**src/rtl/posit_batch_pkg.sv**
```systemverilog
// Shared constants, FSM state encoding and the pair-count clamp helper
// for the posit batch sequencer.
package posit_batch_pkg;

    localparam int DATA_W    = 16;
    localparam int ADDR_W    = 11;
    localparam int MAX_PAIRS = 1024;

    typedef enum logic [2:0] {
        IDLE, RD_A, RD_B, WAIT_B, ISSUE, WAIT_RES, WRITE, DONE
    } state_t;

    // Operand pairs occupy two source words each, so at most half the RAM.
    function automatic logic [ADDR_W-1:0] clamp_count(input logic [ADDR_W-1:0] count);
        if (count > ADDR_W'(MAX_PAIRS)) begin
            return ADDR_W'(MAX_PAIRS);
        end
        return count;
    endfunction

endpackage

```
**src/rtl/posit_batch_sequencer_if.sv**
```systemverilog
// Control PIOs, both RAM second ports and the posit-unit handshake,
// bundled for the sequencer (master) and its environment (slave).
interface posit_batch_sequencer_if;
    import posit_batch_pkg::*;

    logic              start;
    logic [ADDR_W-1:0] count;
    logic              busy;
    logic              completed;

    logic [ADDR_W-1:0] src_address;
    logic              src_chipselect;
    logic              src_clken;
    logic              src_write;
    logic [DATA_W-1:0] src_writedata;
    logic [1:0]        src_byteenable;
    logic [DATA_W-1:0] src_readdata;

    logic [ADDR_W-1:0] dst_address;
    logic              dst_chipselect;
    logic              dst_clken;
    logic              dst_write;
    logic [DATA_W-1:0] dst_writedata;
    logic [1:0]        dst_byteenable;
    logic [DATA_W-1:0] dst_readdata;

    logic              op_valid;
    logic              op_ready;
    logic [DATA_W-1:0] op_num1;
    logic [DATA_W-1:0] op_num2;

    logic              res_valid;
    logic              res_ready;
    logic [DATA_W-1:0] res_data;

    modport master (
        input  start, count, src_readdata, dst_readdata, op_ready, res_valid, res_data,
        output busy, completed,
               src_address, src_chipselect, src_clken, src_write, src_writedata, src_byteenable,
               dst_address, dst_chipselect, dst_clken, dst_write, dst_writedata, dst_byteenable,
               op_valid, op_num1, op_num2, res_ready
    );

    modport slave (
        output start, count, src_readdata, dst_readdata, op_ready, res_valid, res_data,
        input  busy, completed,
               src_address, src_chipselect, src_clken, src_write, src_writedata, src_byteenable,
               dst_address, dst_chipselect, dst_clken, dst_write, dst_writedata, dst_byteenable,
               op_valid, op_num1, op_num2, res_ready
    );

endinterface

```
**src/rtl/posit_batch_sequencer_rise_detect.sv**
```systemverilog
// Registered rising-edge detector; a level held high across reset
// produces an edge on the first clock after reset releases.
module rise_detect (
    input  logic clock,
    input  logic reset,
    input  logic d,
    output logic rise
);

    logic d_reg;

    // Remember last cycle's level of the input.
    always_ff @(posedge clock or posedge reset) begin
        if (reset) begin
            d_reg <= 1'b0;
        end else begin
            d_reg <= d;
        end
    end

    assign rise = d & ~d_reg;

endmodule

```
**src/rtl/posit_batch_sequencer.sv**
```systemverilog
// Streams operand pairs from the source RAM through the posit unit into
// the destination RAM, one outstanding transaction at a time.
module posit_batch_sequencer
    import posit_batch_pkg::*;
(
    input  logic                    clock,
    input  logic                    reset,
    posit_batch_sequencer_if.master bus
);

    localparam logic [2:0] S_IDLE     = IDLE;
    localparam logic [2:0] S_RD_A     = RD_A;
    localparam logic [2:0] S_RD_B     = RD_B;
    localparam logic [2:0] S_WAIT_B   = WAIT_B;
    localparam logic [2:0] S_ISSUE    = ISSUE;
    localparam logic [2:0] S_WAIT_RES = WAIT_RES;
    localparam logic [2:0] S_WRITE    = WRITE;
    localparam logic [2:0] S_DONE     = DONE;

    logic [2:0]        state_reg;
    logic [2:0]        state_next;
    logic [ADDR_W-1:0] k_reg;
    logic [ADDR_W-1:0] total_reg;
    logic [DATA_W-1:0] a_reg;
    logic [DATA_W-1:0] b_reg;
    logic [DATA_W-1:0] r_reg;
    logic              completed_reg;

    logic              start_edge;
    logic              launch;
    logic              last_pair;
    logic [ADDR_W-1:0] total_launch;
    logic              unused_dst_readdata;

    rise_detect u_start_rise (
        .clock (clock),
        .reset (reset),
        .d     (bus.start),
        .rise  (start_edge)
    );

    // Start edges only count when no batch is running.
    assign launch       = start_edge & ((state_reg == S_IDLE) | (state_reg == S_DONE));
    assign total_launch = clamp_count(bus.count);
    assign last_pair    = (k_reg + ADDR_W'(1)) == total_reg;

    // The destination RAM is write-only from this side.
    assign unused_dst_readdata = ^bus.dst_readdata;

    // Next-state decode.
    always_comb begin
        state_next = state_reg;
        case (state_reg)
            S_IDLE, S_DONE: begin
                if (launch) begin
                    state_next = (total_launch == '0) ? S_DONE : S_RD_A;
                end else if (state_reg == S_DONE) begin
                    state_next = S_IDLE;
                end
            end
            S_RD_A:     state_next = S_RD_B;
            S_RD_B:     state_next = S_WAIT_B;
            S_WAIT_B:   state_next = S_ISSUE;
            S_ISSUE:    if (bus.op_ready) state_next = S_WAIT_RES;
            S_WAIT_RES: if (bus.res_valid) state_next = S_WRITE;
            S_WRITE:    state_next = last_pair ? S_DONE : S_RD_A;
            default:    state_next = S_IDLE;
        endcase
    end

    // State, pair index, batch length and the sticky completion flag.
    always_ff @(posedge clock or posedge reset) begin
        if (reset) begin
            state_reg     <= S_IDLE;
            k_reg         <= '0;
            total_reg     <= '0;
            completed_reg <= 1'b0;
        end else begin
            state_reg <= state_next;
            if (launch) begin
                total_reg     <= total_launch;
                k_reg         <= '0;
                // An empty batch completes immediately; otherwise clear the flag.
                completed_reg <= (total_launch == '0);
            end else if (state_reg == S_WRITE) begin
                if (last_pair) begin
                    completed_reg <= 1'b1;
                end else begin
                    k_reg <= k_reg + ADDR_W'(1);
                end
            end
        end
    end

    // Operand and result capture registers.
    always_ff @(posedge clock or posedge reset) begin
        if (reset) begin
            a_reg <= '0;
            b_reg <= '0;
            r_reg <= '0;
        end else begin
            if (state_reg == S_RD_B) a_reg <= bus.src_readdata;
            if (state_reg == S_WAIT_B) b_reg <= bus.src_readdata;
            if ((state_reg == S_WAIT_RES) && bus.res_valid) r_reg <= bus.res_data;
        end
    end

    assign bus.busy      = (state_reg != S_IDLE) && (state_reg != S_DONE);
    assign bus.completed = completed_reg;

    // k never exceeds MAX_PAIRS-1, so doubling it fits ADDR_W bits without wrap.
    assign bus.src_address    = (state_reg == S_RD_A) ? {k_reg[ADDR_W-2:0], 1'b0} :
                                (state_reg == S_RD_B) ? {k_reg[ADDR_W-2:0], 1'b1} : '0;
    assign bus.src_chipselect = (state_reg == S_RD_A) || (state_reg == S_RD_B);
    assign bus.src_clken      = bus.src_chipselect;
    assign bus.src_write      = 1'b0;
    assign bus.src_writedata  = '0;
    assign bus.src_byteenable = 2'b11;

    assign bus.dst_address    = (state_reg == S_WRITE) ? k_reg : '0;
    assign bus.dst_writedata  = (state_reg == S_WRITE) ? r_reg : '0;
    assign bus.dst_chipselect = (state_reg == S_WRITE);
    assign bus.dst_clken      = (state_reg == S_WRITE);
    assign bus.dst_write      = (state_reg == S_WRITE);
    assign bus.dst_byteenable = 2'b11;

    assign bus.op_valid  = (state_reg == S_ISSUE);
    assign bus.op_num1   = (state_reg == S_ISSUE) ? a_reg : '0;
    assign bus.op_num2   = (state_reg == S_ISSUE) ? b_reg : '0;
    assign bus.res_ready = (state_reg == S_WAIT_RES);

endmodule

```
**src/flat_wrapper.sv**
```systemverilog
// flat-port wrapper written by rule: the top's interface ports become plain ports
module posit_batch_sequencer_flat import posit_batch_pkg::*;
  (clock, reset, bus_start, bus_count, bus_src_readdata, bus_dst_readdata, bus_op_ready, bus_res_valid, bus_res_data, bus_busy, bus_completed, bus_src_address, bus_src_chipselect, bus_src_clken, bus_src_write, bus_src_writedata, bus_src_byteenable, bus_dst_address, bus_dst_chipselect, bus_dst_clken, bus_dst_write, bus_dst_writedata, bus_dst_byteenable, bus_op_valid, bus_op_num1, bus_op_num2, bus_res_ready);
  posit_batch_sequencer_if bus_i ();
  input  logic clock;
  input  logic reset;
  input wire logic [$bits(bus_i.start)-1:0] bus_start;
  input wire logic [$bits(bus_i.count)-1:0] bus_count;
  input wire logic [$bits(bus_i.src_readdata)-1:0] bus_src_readdata;
  input wire logic [$bits(bus_i.dst_readdata)-1:0] bus_dst_readdata;
  input wire logic [$bits(bus_i.op_ready)-1:0] bus_op_ready;
  input wire logic [$bits(bus_i.res_valid)-1:0] bus_res_valid;
  input wire logic [$bits(bus_i.res_data)-1:0] bus_res_data;
  output wire logic [$bits(bus_i.busy)-1:0] bus_busy;
  output wire logic [$bits(bus_i.completed)-1:0] bus_completed;
  output wire logic [$bits(bus_i.src_address)-1:0] bus_src_address;
  output wire logic [$bits(bus_i.src_chipselect)-1:0] bus_src_chipselect;
  output wire logic [$bits(bus_i.src_clken)-1:0] bus_src_clken;
  output wire logic [$bits(bus_i.src_write)-1:0] bus_src_write;
  output wire logic [$bits(bus_i.src_writedata)-1:0] bus_src_writedata;
  output wire logic [$bits(bus_i.src_byteenable)-1:0] bus_src_byteenable;
  output wire logic [$bits(bus_i.dst_address)-1:0] bus_dst_address;
  output wire logic [$bits(bus_i.dst_chipselect)-1:0] bus_dst_chipselect;
  output wire logic [$bits(bus_i.dst_clken)-1:0] bus_dst_clken;
  output wire logic [$bits(bus_i.dst_write)-1:0] bus_dst_write;
  output wire logic [$bits(bus_i.dst_writedata)-1:0] bus_dst_writedata;
  output wire logic [$bits(bus_i.dst_byteenable)-1:0] bus_dst_byteenable;
  output wire logic [$bits(bus_i.op_valid)-1:0] bus_op_valid;
  output wire logic [$bits(bus_i.op_num1)-1:0] bus_op_num1;
  output wire logic [$bits(bus_i.op_num2)-1:0] bus_op_num2;
  output wire logic [$bits(bus_i.res_ready)-1:0] bus_res_ready;
  assign bus_i.start = bus_start;
  assign bus_i.count = bus_count;
  assign bus_i.src_readdata = bus_src_readdata;
  assign bus_i.dst_readdata = bus_dst_readdata;
  assign bus_i.op_ready = bus_op_ready;
  assign bus_i.res_valid = bus_res_valid;
  assign bus_i.res_data = bus_res_data;
  assign bus_busy = bus_i.busy;
  assign bus_completed = bus_i.completed;
  assign bus_src_address = bus_i.src_address;
  assign bus_src_chipselect = bus_i.src_chipselect;
  assign bus_src_clken = bus_i.src_clken;
  assign bus_src_write = bus_i.src_write;
  assign bus_src_writedata = bus_i.src_writedata;
  assign bus_src_byteenable = bus_i.src_byteenable;
  assign bus_dst_address = bus_i.dst_address;
  assign bus_dst_chipselect = bus_i.dst_chipselect;
  assign bus_dst_clken = bus_i.dst_clken;
  assign bus_dst_write = bus_i.dst_write;
  assign bus_dst_writedata = bus_i.dst_writedata;
  assign bus_dst_byteenable = bus_i.dst_byteenable;
  assign bus_op_valid = bus_i.op_valid;
  assign bus_op_num1 = bus_i.op_num1;
  assign bus_op_num2 = bus_i.op_num2;
  assign bus_res_ready = bus_i.res_ready;
  posit_batch_sequencer u_core (.clock(clock), .reset(reset), .bus(bus_i));
endmodule
```
**config.mk**
```make
export PLATFORM = sky130hd
export DESIGN_NAME = posit_batch_sequencer_flat
export DESIGN_NICKNAME = d
export VERILOG_FILES = /design/src/rtl/posit_batch_pkg.sv /design/src/rtl/posit_batch_sequencer_if.sv /design/src/rtl/posit_batch_sequencer_rise_detect.sv /design/src/rtl/posit_batch_sequencer.sv /design/src/flat_wrapper.sv
export SDC_FILE = /design/constraint.sdc
export NUM_CORES = 1
export LEC_CHECK = 0
export CAP_MARGIN = 20
export CORE_MARGIN = 1.5
export CORE_UTILIZATION = 40
export CTS_CLUSTER_DIAMETER = 30
export DETAILED_ROUTE_END_ITERATION = 8
export HOLD_SLACK_MARGIN = 0.12
export PLACE_DENSITY = 0.73
export SETUP_SLACK_MARGIN = 0.1
export SYNTH_ARGS = -nofsm -noshare
export SYNTH_HDL_FRONTEND = slang
export SYNTH_SLANG_ARGS = --single-unit
```
**constraint.sdc**
```tcl
create_clock -name clock -period 2.45 [get_ports clock]
set_input_delay 0.6125 -clock clock [delete_from_list [all_inputs] [get_ports clock]]
set_output_delay 0.6125 -clock clock [all_outputs]
set_load 0.01 [all_outputs]
```
== After elaboration in Yosys (flattened, before gate mapping) ==
Cells that the tools add are included.

* Logic and storage cells: 61
* Register bits after elaboration: 75
* Output and inout port bits: 100
* Input bits: 64

* Bitwise gates (word level): 4
* $lt $le $gt $ge: 1
* Add/subtract/negate cells: 1
* Multiplexer cells: 22
* Equality and inequality tests: 13
* Reductions and logical operators: 12

{| class="wikitable"
|+ Operators with widths
! cell !! count
|-
| $mux W11 || 8
|-
| $mux W16 || 3
|-
| $pmux W3 S7 || 1
|-
| $mux W3 || 6
|-
| $eq A3 B3 Y1 const B || 4
|-
| $add A11 B1 Y11 const B || 1
|-
| $eq A11 B11 Y1 || 1
|-
| $gt A11 B11 Y1 const B || 1
|-
| $logic_not A11 Y1 || 1
|-
| $eq A3 B2 Y1 const B || 2
|-
| $mux W1 || 4
|-
| $ne A2 B2 Y1 const B || 2
|-
| $reduce_and A2 Y1 || 2
|-
| $reduce_bool A2 Y1 || 2
|-
| $eq A3 B1 Y1 const B || 1
|-
| $logic_not A3 Y1 || 1
|-
| $ne A3 B1 Y1 const B || 1
|-
| $ne A3 B3 Y1 const B || 1
|-
| $reduce_and A3 Y1 || 1
|-
| $reduce_bool A3 Y1 || 1
|-
| $and A1 B1 Y1 || 2
|-
| $logic_and A1 B1 Y1 || 2
|-
| $ne A2 B1 Y1 const B || 1
|-
| $reduce_or A2 Y1 || 1
|-
| other kinds (3) || 3
|}

== Logic depth before layout (Yosys ltp) ==
* Depth after elaboration: 7
* Mapped depth: 9
* Depth with buffers taken out: 8

== Modules after synthesis ==
A second synthesis with hierarchy kept.

* Cell total of the unflattened synthesis: 414
* Area, all modules: 4251.6 um2

{| class="wikitable"
|+ Modules (own cells, without submodules)
! module !! seq. area each (um2) !! area each (um2) !! cells each !! times used
|-
| posit_batch_sequencer || 1851.8 || 4209.0 || 411 || 1
|-
| rise_detect || 25.0 || 42.5 || 3 || 1
|}

== Worst setup path before layout ==
No wires, ideal clock.

* Path type: reg2reg
* Start point: register u_core.k_reg[0]
* End point: register u_core.k_reg[5]
* Path slack: -48 ps
* Arrival: 2372 ps
* Library setup time: 126 ps
* Data required time: 2324 ps
* Cell stages (with the launch flop): 10
* Buffers on the path: 1
* Clock period less this slack: 2498 ps
* Path through: dfrtp_1 -> ha_1 -> nand4_2 -> or4_4 -> xnor2_2 -> nor2_1 -> a31oi_4 -> buf_6 -> and3_1 -> a221o_1

* Word-level cells in the longest chain between the ends: 4
* Elaborated cells between the ends (all ways): 7
* Classes of those cells: add/sub (1); eq/ne (2); mux (3); reduce/logical (1)

{| class="wikitable"
|+ Ends and longest elaborated chain
! what !! RTL line !! text
|-
| start, declared || posit_batch_sequencer.sv:22 || <nowiki>logic [ADDR_W-1:0] k_reg;</nowiki>
|-
| start signal, assigned || posit_batch_sequencer.sv:89 || <nowiki>k_reg <= k_reg + ADDR_W'(1);</nowiki>
|-
| $add A11 B1 Y11 * || posit_batch_sequencer.sv:45, posit_batch_sequencer.sv:89 ||
|-
| $eq A11 B11 Y1 or $mux W11 (tied branches) || posit_batch_sequencer.sv:45, posit_batch_sequencer.sv:86 ||
|-
| $ne A2 B1 Y1 (no source line) or $mux W11 (tied branches) || n/a ||
|-
| $reduce_and A2 Y1 (no source line) or $mux W11 (tied branches) || n/a ||
|}

Every way passes the cells marked *; elsewhere a longest branch is shown, timed or not. The select of a mux whose other input is x is not followed.
A chain may end at the register's enable or synchronous reset.

== Final worst setup path ==
* Start point: register u_core.k_reg[2]
* End point: register u_core.k_reg[7]

Same word-level chain as after synthesis.

==> flow_summary.ini <==
[global_route]
grt_max_degree = 27
grt_pass1_vias = 3552
grt.total_usage_pct = 19.2
grt_pass1_wl_um = 17200
antenna_found_initial = 0
grt-ovfl-total = 0

[timing]
max_freq_ghz = 0.415
whs_ns = 0.500
setup_viol = 0
fin_crit_sh_pct = 98.3
rsz0062_at_grt = true
worst_pin_slew_ns = 0.623
hold_viol_final = 0
fin_crit_ns = 2.41
finalClockSkew_ns = 0.0105
relSlewSlack_pct = 58.3
setup_ws_ns = 0.0408
slew_viol_final = 0

[yosys]
yosys.area_share.simple_pct = 22.3
ys.flop_type = dfrtp_1
synth_cell_types = 59
ys_ff_latch = 75
synth_enable_flop_cells = 0
synth_area_um2 = 4230
synth_fa_ha_area_share_pct = 0.296
synth_warnings = 0
syn_inst = 395
synth_xor_xnor_area_share_pct = 3.99
muxShareOfSynthArea_pct = 13.9
synth_compound_area_share_pct = 7.57
avgSynthCellArea_um2 = 10.7
synth_top_family_by_area = simple AND/OR/NAND/NOR gates
async_flop_share_pct = 100
yosysSeqAreaShare_pct = 44.4

[floorplanning]
die_h_um = 106
ios = 164
start_util_pct = 41.2
die_w_um = 106
dieArea_um2 = 11200
design.core.area_um2 = 10300
num_rows = 37

[cells_and_area]
syn_to_final_growth_pct = 39.5
nFillCells = 920
final_common_cell = dfrtp_1
diodes = 0
layout_common_cells = dfrtp_1, and2_1, mux2_2, clkdlybuf4s50_1, clkbuf_2
drive_gt1_share_pct = 40.2
nNetsFinal = 615
stdcell_count = 691
final_cell_area_um2 = 5900

[setup_path]
crit_required_ns = 2.68
worst-setup-path-type = flip-flop to flip-flop
critPathMaxFanout = 9
end_kind = flip-flop
critPathArrivalTime_ns = 2.64
cp-start-kind = flip-flop

[routing]
finalWirelength_um = 10300
drt-pass1-iter-count = 4
dr.first_iter.drc_count = 162
drtAntennaViolNets = 0
remaining_drc_errors = 0
vias = 3400
viasPerCell = 4.92
wl_per_cell_um = 14.9

[flow_run]
maxCapViolCount = 0

[place]
port_buffers = 126
gp_congestion = 0.858
dp.cells = 660
dpl_worst_slack_ns = 0.0272
dp_hpwl_um = 7370
place_area_um2 = 5760

[cts]
clock_path_buffers = 2
ctsRootBufferMaster = clkbuf_8
clkTransAtPathRegs_ns = 0.09
cts_tree = yes
cts-htree-levels = 3
clkSinkCount = 75
cts_buffers = 9
clk_latency_ns = 0.34

[pwr]
ir_drop_mv = 0.532
total_power_mw = 5.85
p_leak_nw = 2.82
p_per_area_nw_per_um2 = 991

[worst_hold_path]
hold_class = flip-flop to flip-flop

[status]
status = finished, final reports clean
## worst max-delay path, cell delays in order (launching register included)
cell and delay [ns]:
dfrtp_2 0.48, xnor3_1 0.43, o2111ai_2 0.11, or3_4 0.36, nor3_4 0.16, a31oi_4 0.15, buf_6 0.17, and3_1 0.18
a221o_1 0.25
## final timing paths
| check | startpoint | to | slack [ns] | cells after the start |
|---|---|---|---|---|
| max | u_core.k_reg[2]$_DFFE_PP0P_ | u_core.k_reg[7]$_DFFE_PP0P_ | 0.04 | 8 |
| min | u_core.r_reg[3]$_DFFE_PP0P_ | u_core.r_reg[3]$_DFFE_PP0P_ | 0.50 | 1 |
| max reg2reg | u_core.k_reg[2]$_DFFE_PP0P_ | u_core.k_reg[7]$_DFFE_PP0P_ | 0.04 | 8 |
| min reg2reg | u_core.r_reg[3]$_DFFE_PP0P_ | u_core.r_reg[3]$_DFFE_PP0P_ | 0.50 | 1 |
| max in group asynchronous | reset | u_core.a_reg[11]$_DFFE_PP0N_ | 1.17 | 3 |
| min in group asynchronous | reset | u_core.b_reg[9]$_DFFE_PP0N_ | 0.70 | 2 |
## cell usage after synthesis (3+ instances only)
library cell  number  area, um2
a21oi_1            5       25.0
a221o_1            5       50.1
a22o_1             6       52.6
and2_1            68        425
and3_1             9       56.3
buf_2              3       15.0
buf_4             26        195
clkbuf_1          15       56.3
dfrtp_1           75       1880
inv_1              6       22.5
mux2_2            49        552
nand2_1           21       78.8
nand2b_1           8       50.1
nand3_1            4       20.0
nor2_1            15       56.3
nor3_1             5       25.0
o21ai_0           10       50.1
or2_2              3       18.8
xnor2_1            6       52.6
xor2_1             7       61.3
## through the flow
| stage | util (%) | TNS [ns] |
|---|---|---|
| 2_1_floorplan | - | 0 |
| 3_5_place_dp | 56.0 | 0 |
| 6_report | 57.4 | 0 |
| 3_3_place_gp | 56.0 | 0 |
| 4_1_cts | 59.8 | 0 |
| 5_1_grt | 57.4 | -0.198 |
## metal layers
layer  vias to the layer above  track usage (%)  part of all wire, %
met5                         -                0                    0
met1                      1657             23.1                   42
li1                       1608                -                    -
met2                       123             32.8                   48
met4                         0             5.12                  1.1
met3                        12             6.37                  8.9
## logic make-up after synthesis
| kind of cell | Yosys count |
|---|---|
| simple gates | 154 |
| xor+xnor | 16 |
| other cells | 2 |
| buf+inv | 53 |
| compound gates | 42 |
| mux | 52 |
| flops | 75 |
| fa+ha+maj | 1 |
## layout make-up
type                    count  area [um2]  share of cell area, %
inverters                   6        33.8                  0.572
flip-flops and latches     75        1880                   31.9
clock inverters             5        62.6                   1.06
clock buffers              11         131                   2.23
repair buffers            172        1390                   23.5
multi-input cells         286        2230                   37.9
well taps                 136         170                   2.88
## where the power goes
part           internal (mW)  total [mW]  switching [mW]
logic                   1.54        2.80            1.26
clock network          0.477       0.949           0.472
registers               1.79        2.10           0.313
total                   3.81        5.85            2.04
## what timing repair did
| action | 4_1_cts | 5_1_grt |
|---|---|---|
| gates cloned | 4 | 0 |
| endpoints found under the setup margin | 88 | 85 |
| gates resized for setup | 197 | 89 |
| setup buffers | 8 | 4 |
| pin swaps | 5 | 5 |
| hold buffers | 0 | 0 |
(Power assumes the default switching activity.)
